### src/rtl/pad_ctrl_pkg.sv
// Shared types and defaults for the pad control bank.
// The optional din edge pulses are enabled with PAD_CTRL_EDGE_EN.
package pad_ctrl_pkg;

  typedef enum logic [1:0] {IN, TX_GAP, OUT, RX_GAP} pad_lane_state_e;

  localparam int TURN_CYCLES_DEF = 2;
  localparam int FILT_CYCLES_DEF = 3;

  // Counter width that never collapses to zero bits.
  function automatic int cnt_w(input int n);
    return (n > 1) ? $clog2(n) : 1;
  endfunction

endpackage

### src/rtl/pad_ctrl_lane.sv
// One pad lane: direction sequencer with tri-state turnaround, plus the
// synchronised, glitch-filtered readback path. PAD_CTRL_EDGE_EN adds din edge pulses.
module pad_ctrl_lane
  import pad_ctrl_pkg::*;
#(
  parameter int TURN_CYCLES = TURN_CYCLES_DEF,
  parameter int FILT_CYCLES = FILT_CYCLES_DEF
) (
  input  logic clk,
  input  logic rst,
  input  logic dir_req,
  input  logic dout,
  input  logic pad_o,
  output logic dir_ack,
  output logic busy,
  output logic pad_oen,
  output logic pad_i,
`ifdef PAD_CTRL_EDGE_EN
  output logic din_rise,
  output logic din_fall,
`endif
  output logic din
);

  localparam int TW = cnt_w(TURN_CYCLES);
  localparam int FW = cnt_w(FILT_CYCLES + 1);

  pad_lane_state_e state, state_nx;
  logic [TW-1:0]   cnt, cnt_nx;
  logic            turn_done;
  logic            oen_nx, ack_nx, busy_nx, pi_nx;

  assign turn_done = (cnt == TW'(TURN_CYCLES - 1));

  always_ff @(posedge clk) begin
    if (rst) begin
      state <= IN;
      cnt   <= '0;
    end else begin
      state <= state_nx;
      cnt   <= cnt_nx;
    end
  end

  always_comb begin
    state_nx = state;
    cnt_nx   = cnt;
    case (state)
      IN: if (dir_req) begin
        state_nx = TX_GAP;
        cnt_nx   = '0;
      end
      TX_GAP: begin
        if (!dir_req)       state_nx = IN;
        else if (turn_done) state_nx = OUT;
        else                cnt_nx   = cnt + 1'b1;
      end
      OUT: if (!dir_req) begin
        state_nx = RX_GAP;
        cnt_nx   = '0;
      end
      RX_GAP: begin
        if (turn_done) state_nx = IN;
        else           cnt_nx   = cnt + 1'b1;
      end
      default: state_nx = IN;
    endcase
  end

  // Release is decoded from the live request so OEN rises on the very next edge.
  always_comb begin
    ack_nx  = (state == OUT) && dir_req;
    oen_nx  = !ack_nx;
    busy_nx = (state == TX_GAP) || (state == RX_GAP);
    pi_nx   = ((state == TX_GAP) || ack_nx) && dout;
  end

  always_ff @(posedge clk) begin
    if (rst) begin
      dir_ack <= 1'b0;
      busy    <= 1'b0;
      pad_oen <= 1'b1;
      pad_i   <= 1'b0;
    end else begin
      dir_ack <= ack_nx;
      busy    <= busy_nx;
      pad_oen <= oen_nx;
      pad_i   <= pi_nx;
    end
  end

  logic [1:0]    sync;
  logic [FW-1:0] fcnt;
  logic          din_q;

  always_ff @(posedge clk) begin
    if (rst) begin
      sync  <= '0;
      fcnt  <= '0;
      din_q <= 1'b0;
    end else begin
      sync <= {sync[0], pad_o};
      if (sync[1] == din_q) begin
        fcnt <= '0;
      end else if (fcnt == FW'(FILT_CYCLES - 1)) begin
        din_q <= sync[1];
        fcnt  <= '0;
      end else begin
        fcnt <= fcnt + 1'b1;
      end
    end
  end

  // With the filter bypassed the second sync stage is already the registered value.
  assign din = (FILT_CYCLES == 0) ? sync[1] : din_q;

`ifdef PAD_CTRL_EDGE_EN
  logic din_prev;

  always_ff @(posedge clk) begin
    if (rst) begin
      din_prev <= 1'b0;
      din_rise <= 1'b0;
      din_fall <= 1'b0;
    end else begin
      din_prev <= din;
      din_rise <= din & ~din_prev;
      din_fall <= ~din & din_prev;
    end
  end
`endif

endmodule

### src/rtl/pad_ctrl_bank.sv
// Bank of independent pad lanes between the GPIO mux and the pad ring.
// Define PAD_CTRL_EDGE_EN to expose din_rise_o/din_fall_o.
module pad_ctrl_bank
  import pad_ctrl_pkg::*;
#(
  parameter int NUM_PADS    = 8,
  parameter int TURN_CYCLES = TURN_CYCLES_DEF,
  parameter int FILT_CYCLES = FILT_CYCLES_DEF
) (
  input  logic                clk,
  input  logic                rst,
  input  logic [NUM_PADS-1:0] dir_req_i,
  input  logic [NUM_PADS-1:0] dout_i,
  output logic [NUM_PADS-1:0] dir_ack_o,
  output logic [NUM_PADS-1:0] busy_o,
  output logic [NUM_PADS-1:0] pad_oen_o,
  output logic [NUM_PADS-1:0] pad_i_o,
  input  logic [NUM_PADS-1:0] pad_o_i,
`ifdef PAD_CTRL_EDGE_EN
  output logic [NUM_PADS-1:0] din_rise_o,
  output logic [NUM_PADS-1:0] din_fall_o,
`endif
  output logic [NUM_PADS-1:0] din_o
);

  for (genvar g = 0; g < NUM_PADS; g++) begin : g_lane
    pad_ctrl_lane #(
      .TURN_CYCLES(TURN_CYCLES),
      .FILT_CYCLES(FILT_CYCLES)
    ) u_lane (
      .clk     (clk),
      .rst     (rst),
      .dir_req (dir_req_i[g]),
      .dout    (dout_i[g]),
      .pad_o   (pad_o_i[g]),
      .dir_ack (dir_ack_o[g]),
      .busy    (busy_o[g]),
      .pad_oen (pad_oen_o[g]),
      .pad_i   (pad_i_o[g]),
`ifdef PAD_CTRL_EDGE_EN
      .din_rise(din_rise_o[g]),
      .din_fall(din_fall_o[g]),
`endif
      .din     (din_o[g])
    );
  end

endmodule

### config.mk
export PLATFORM = sky130hd
export DESIGN_NAME = pad_ctrl_bank
export DESIGN_NICKNAME = d
export VERILOG_FILES = /design/src/rtl/pad_ctrl_pkg.sv /design/src/rtl/pad_ctrl_lane.sv /design/src/rtl/pad_ctrl_bank.sv
export SDC_FILE = /design/constraint.sdc
export NUM_CORES = 1
export LEC_CHECK = 0
export ABC_AREA = 1
export CAP_MARGIN = 0
export CORE_AREA = 2 2 113 115
export CTS_BUF_LIST = sky130_fd_sc_hd__clkbuf_8
export CTS_CLUSTER_SIZE = 30
export DETAILED_ROUTE_END_ITERATION = 12
export DIE_AREA = 0 0 115 117
export PLACE_DENSITY = 0.56
export SETUP_SLACK_MARGIN = 0.15
export SKIP_CTS_REPAIR_TIMING = 1
export SLEW_MARGIN = 20
export SYNTH_ARGS = -nofsm -noshare
export SYNTH_HDL_FRONTEND = slang
export SYNTH_SLANG_ARGS = --single-unit
### constraint.sdc
create_clock -name clk -period 2.5 [get_ports clk]
set_clock_uncertainty 0.2 [all_clocks]
set_input_delay 0.5 -clock clk [delete_from_list [all_inputs] [get_ports clk]]
set_output_delay 0.5 -clock clk [all_outputs]
set_load 0.01 [all_outputs]
==> results.json <==
{
  "dr.pass1.iters": 4,
  "arrival_ns": 1.30,
  "max-cap-violations": 0,
  "totalWireLength_um": 6180,
  "grt_max_degree": 39,
  "setup_viol": 0,
  "ant_nets": 0,
  "track_usage_pct": 9.82,
  "fin_crit_sh_pct": 80.1,
  "clkTransAtPathRegs_ns": 0.09,
  "hold_path.startpoint": "g_lane[5].u_lane.sync[0]",
  "status": "finished clean",
  "grt_overflow": 0,
  "dieArea_um2": 13500,
  "cp_top_family": "buffers and inverters",
  "required_ns": 1.80,
  "syn_area_um2": 3610,
  "syn_avg_cell_area_um2": 7.95,
  "syn_nets": 488,
  "dpl.hpwl_um": 4340,
  "yosysWarnings": 0,
  "initial_core_util_pct": 29.3,
  "layout.nets": 518,
  "vias_per_cell": 4.15,
  "whs_ns": 0.204,
  "worstSetupEndpointType": "primary output",
  "grt_pass1_wl_um": 10400,
  "post-route-util_pct": 35.0,
  "register_area_um2": 1920,
  "worst_slew_pin_slew_ns": 0.459,
  "ys_ff_latch": 96,
  "period_minus_slack_ns": 2.00,
  "synth_seq_area_share_pct": 53.2,
  "gp_congestion": 0.749,
  "die_y_um": 117,
  "power.density_nw_per_um2": 632,
  "crit_path_cell_trace": "clkdlybuf4s50_1",
  "layout-drive-gt1-share_pct": 3.68,
  "antenna_found_initial": 0,
  "whs_path_depth": 2,
  "reg2reg_to": "g_lane[1].u_lane.fcnt[0]",
  "core-area_um2": 12300,
  "critical_path_class": "reg -> out",
  "synth_cell_types": 15,
  "drc": 0,
  "htree_levels": 3,
  "cpMaxStageDelayCell": "clkdlybuf4s50_1",
  "die_x_um": 115,
  "clk_path_buf_depth": 2,
  "cts_buffers": 9,
  "worst-path-buf-inv": 1,
  "syn_to_final_growth_pct": 19.2,
  "portBuffers": 65,
  "crit_path_start": "g_lane[4].u_lane.din",
  "irDropWorstVdd_v": 0.000232,
  "min_path_type": "reg -> reg",
  "p_leak_nw": 1.84,
  "rsz0062_at_grt": "false",
  "hold_violations": 0,
  "row_count": 41,
  "cp_max_fo": 4,
  "holdPathEnd": "g_lane[5].u_lane.sync[1]",
  "cts.sinks": 96,
  "root_buffer": "clkbuf_8",
  "first_iter_violations": 183,
  "tritoncts": "yes",
  "fmax_mhz": 500,
  "avgRoutedWirePerCell_um": 9.67,
  "setup_tns_ns": 0,
  "r2r_start": "g_lane[1].u_lane.fcnt[0]",
  "nFillCells": 1298,
  "critPathLaunchType": "flip-flop",
  "vias": 2655,
  "slew_violations": 0,
  "clock_latency_ns": 0.35,
  "postSynthCellCount": 454,
  "max_stage_delay_ns": 0.56,
  "multi_input_area_um2": 1090,
  "antennaDiodeCount": 0,
  "grt_pass1_vias": 2396,
  "slew-limit-headroom_pct": 69.4,
  "ff2ff_setup_slack_ns": 1.35,
  "boundaryPins": 66,
  "worst-r2r-cell-count": 5
}
[cells in the mapped netlist]
library cell | instances | share of area, %
buf_4 | 42 | 8.7
nand3_1 | 20 | 2.8
inv_2 | 1 | 0.10
ha_1 | 8 | 2.8
nand4_1 | 3 | 0.52
or2_1 | 3 | 0.52
nor2_1 | 88 | 9.1
dfxtp_1 | 96 | 53
inv_1 | 64 | 6.7
buf_6 | 1 | 0.31
nor3_1 | 6 | 0.83
a21oi_1 | 31 | 4.3
o21ai_0 | 14 | 1.9
nand2_1 | 72 | 7.5
buf_2 | 5 | 0.69
[registers in the layout, indices dropped and copies added (netlist names), named ones only]
| register | count |
|---|---|
| g_lane.u_lane.cnt | 8 |
| g_lane.u_lane.din | 8 |
| g_lane.u_lane.sync | 16 |
| g_lane.u_lane.pad_oen | 8 |
| g_lane.u_lane.state | 8 |
| g_lane.u_lane.fcnt | 16 |
| g_lane.u_lane.pad_i | 8 |
| g_lane.u_lane.dir_ack | 8 |
| g_lane.u_lane.busy | 8 |
[layout make-up]
cell class              count  area share [%]
repair buffers             67            15.6
inverters                  65            5.67
clock buffers              12            3.84
clock inverters             4           0.465
multi-input cells         245            25.4
flip-flops and latches     96            44.6
well taps                 150            4.36
[cells by family (layout without fill, tap and decap cells)]
kind of cell	after synthesis	after routing	synth area share, %
buffers and inverters	113	148	16.5
flip-flops	96	96	53.2
AND/OR/NAND/NOR	192	192	21.3
AO/OA/AOI/OAI	45	45	6.24
adder cells (fa/ha/maj)	8	8	2.77
[layout by cell type, fill, tap and decap left out, types with 3 or more instances in the layout]
cell	count
a21oi_1	31
clkbuf_8	12
clkdlybuf4s50_1	64
dfxtp_1	96
ha_1	8
inv_1	66
nand2_1	72
nand3_1	20
nand4_1	3
nor2_1	88
nor3_1	6
o21ai_0	14
or2_1	3
[metal layers]
layer | track usage (%) | routed length (µm) | part of all wire (%)
met1 | 11.6 | 3000 | 49
met2 | 16.2 | 2760 | 45
met3 | 3.19 | 312 | 5.1
met4 | 4.82 | 96 | 1.6
met5 | 0 | 0 | 0
[power breakdown]
group / switching [mW] / internal [mW]
clock: 0.502 / 0.435
combinational: 0.0935 / 0.0910
sequential: 0.0267 / 1.57
total: 0.622 / 2.10
[worst max-delay path by stage]
| stage | end | slack [ns] | cells past startpoint |
|---|---|---|---|
| floorplan | g_lane[2].u_lane.cnt | 1.29 | 5 |
| global placement | g_lane[1].u_lane.cnt | 0.83 | 4 |
| detailed placement | g_lane[7].u_lane.pad_oen | 0.82 | 4 |
| CTS | din_o[0] | 0.46 | 1 |
| global route | din_o[6] | 0.41 | 1 |
| finish | din_o[4] | 0.50 | 1 |
[stage by stage]
stage	instances	instance area (µm²)	setup WS, ns	total power [mW]
global route	639	4310	0.408	2.87
finish	639	4310	0.499	2.72
detailed placement	623	4120	0.819	1.82
global placement	623	4120	0.831	1.82
floorplan	454	3610	1.29	1.75
CTS	639	4310	0.463	2.79
No activity file was read; power rests on OpenSTA's default activity.
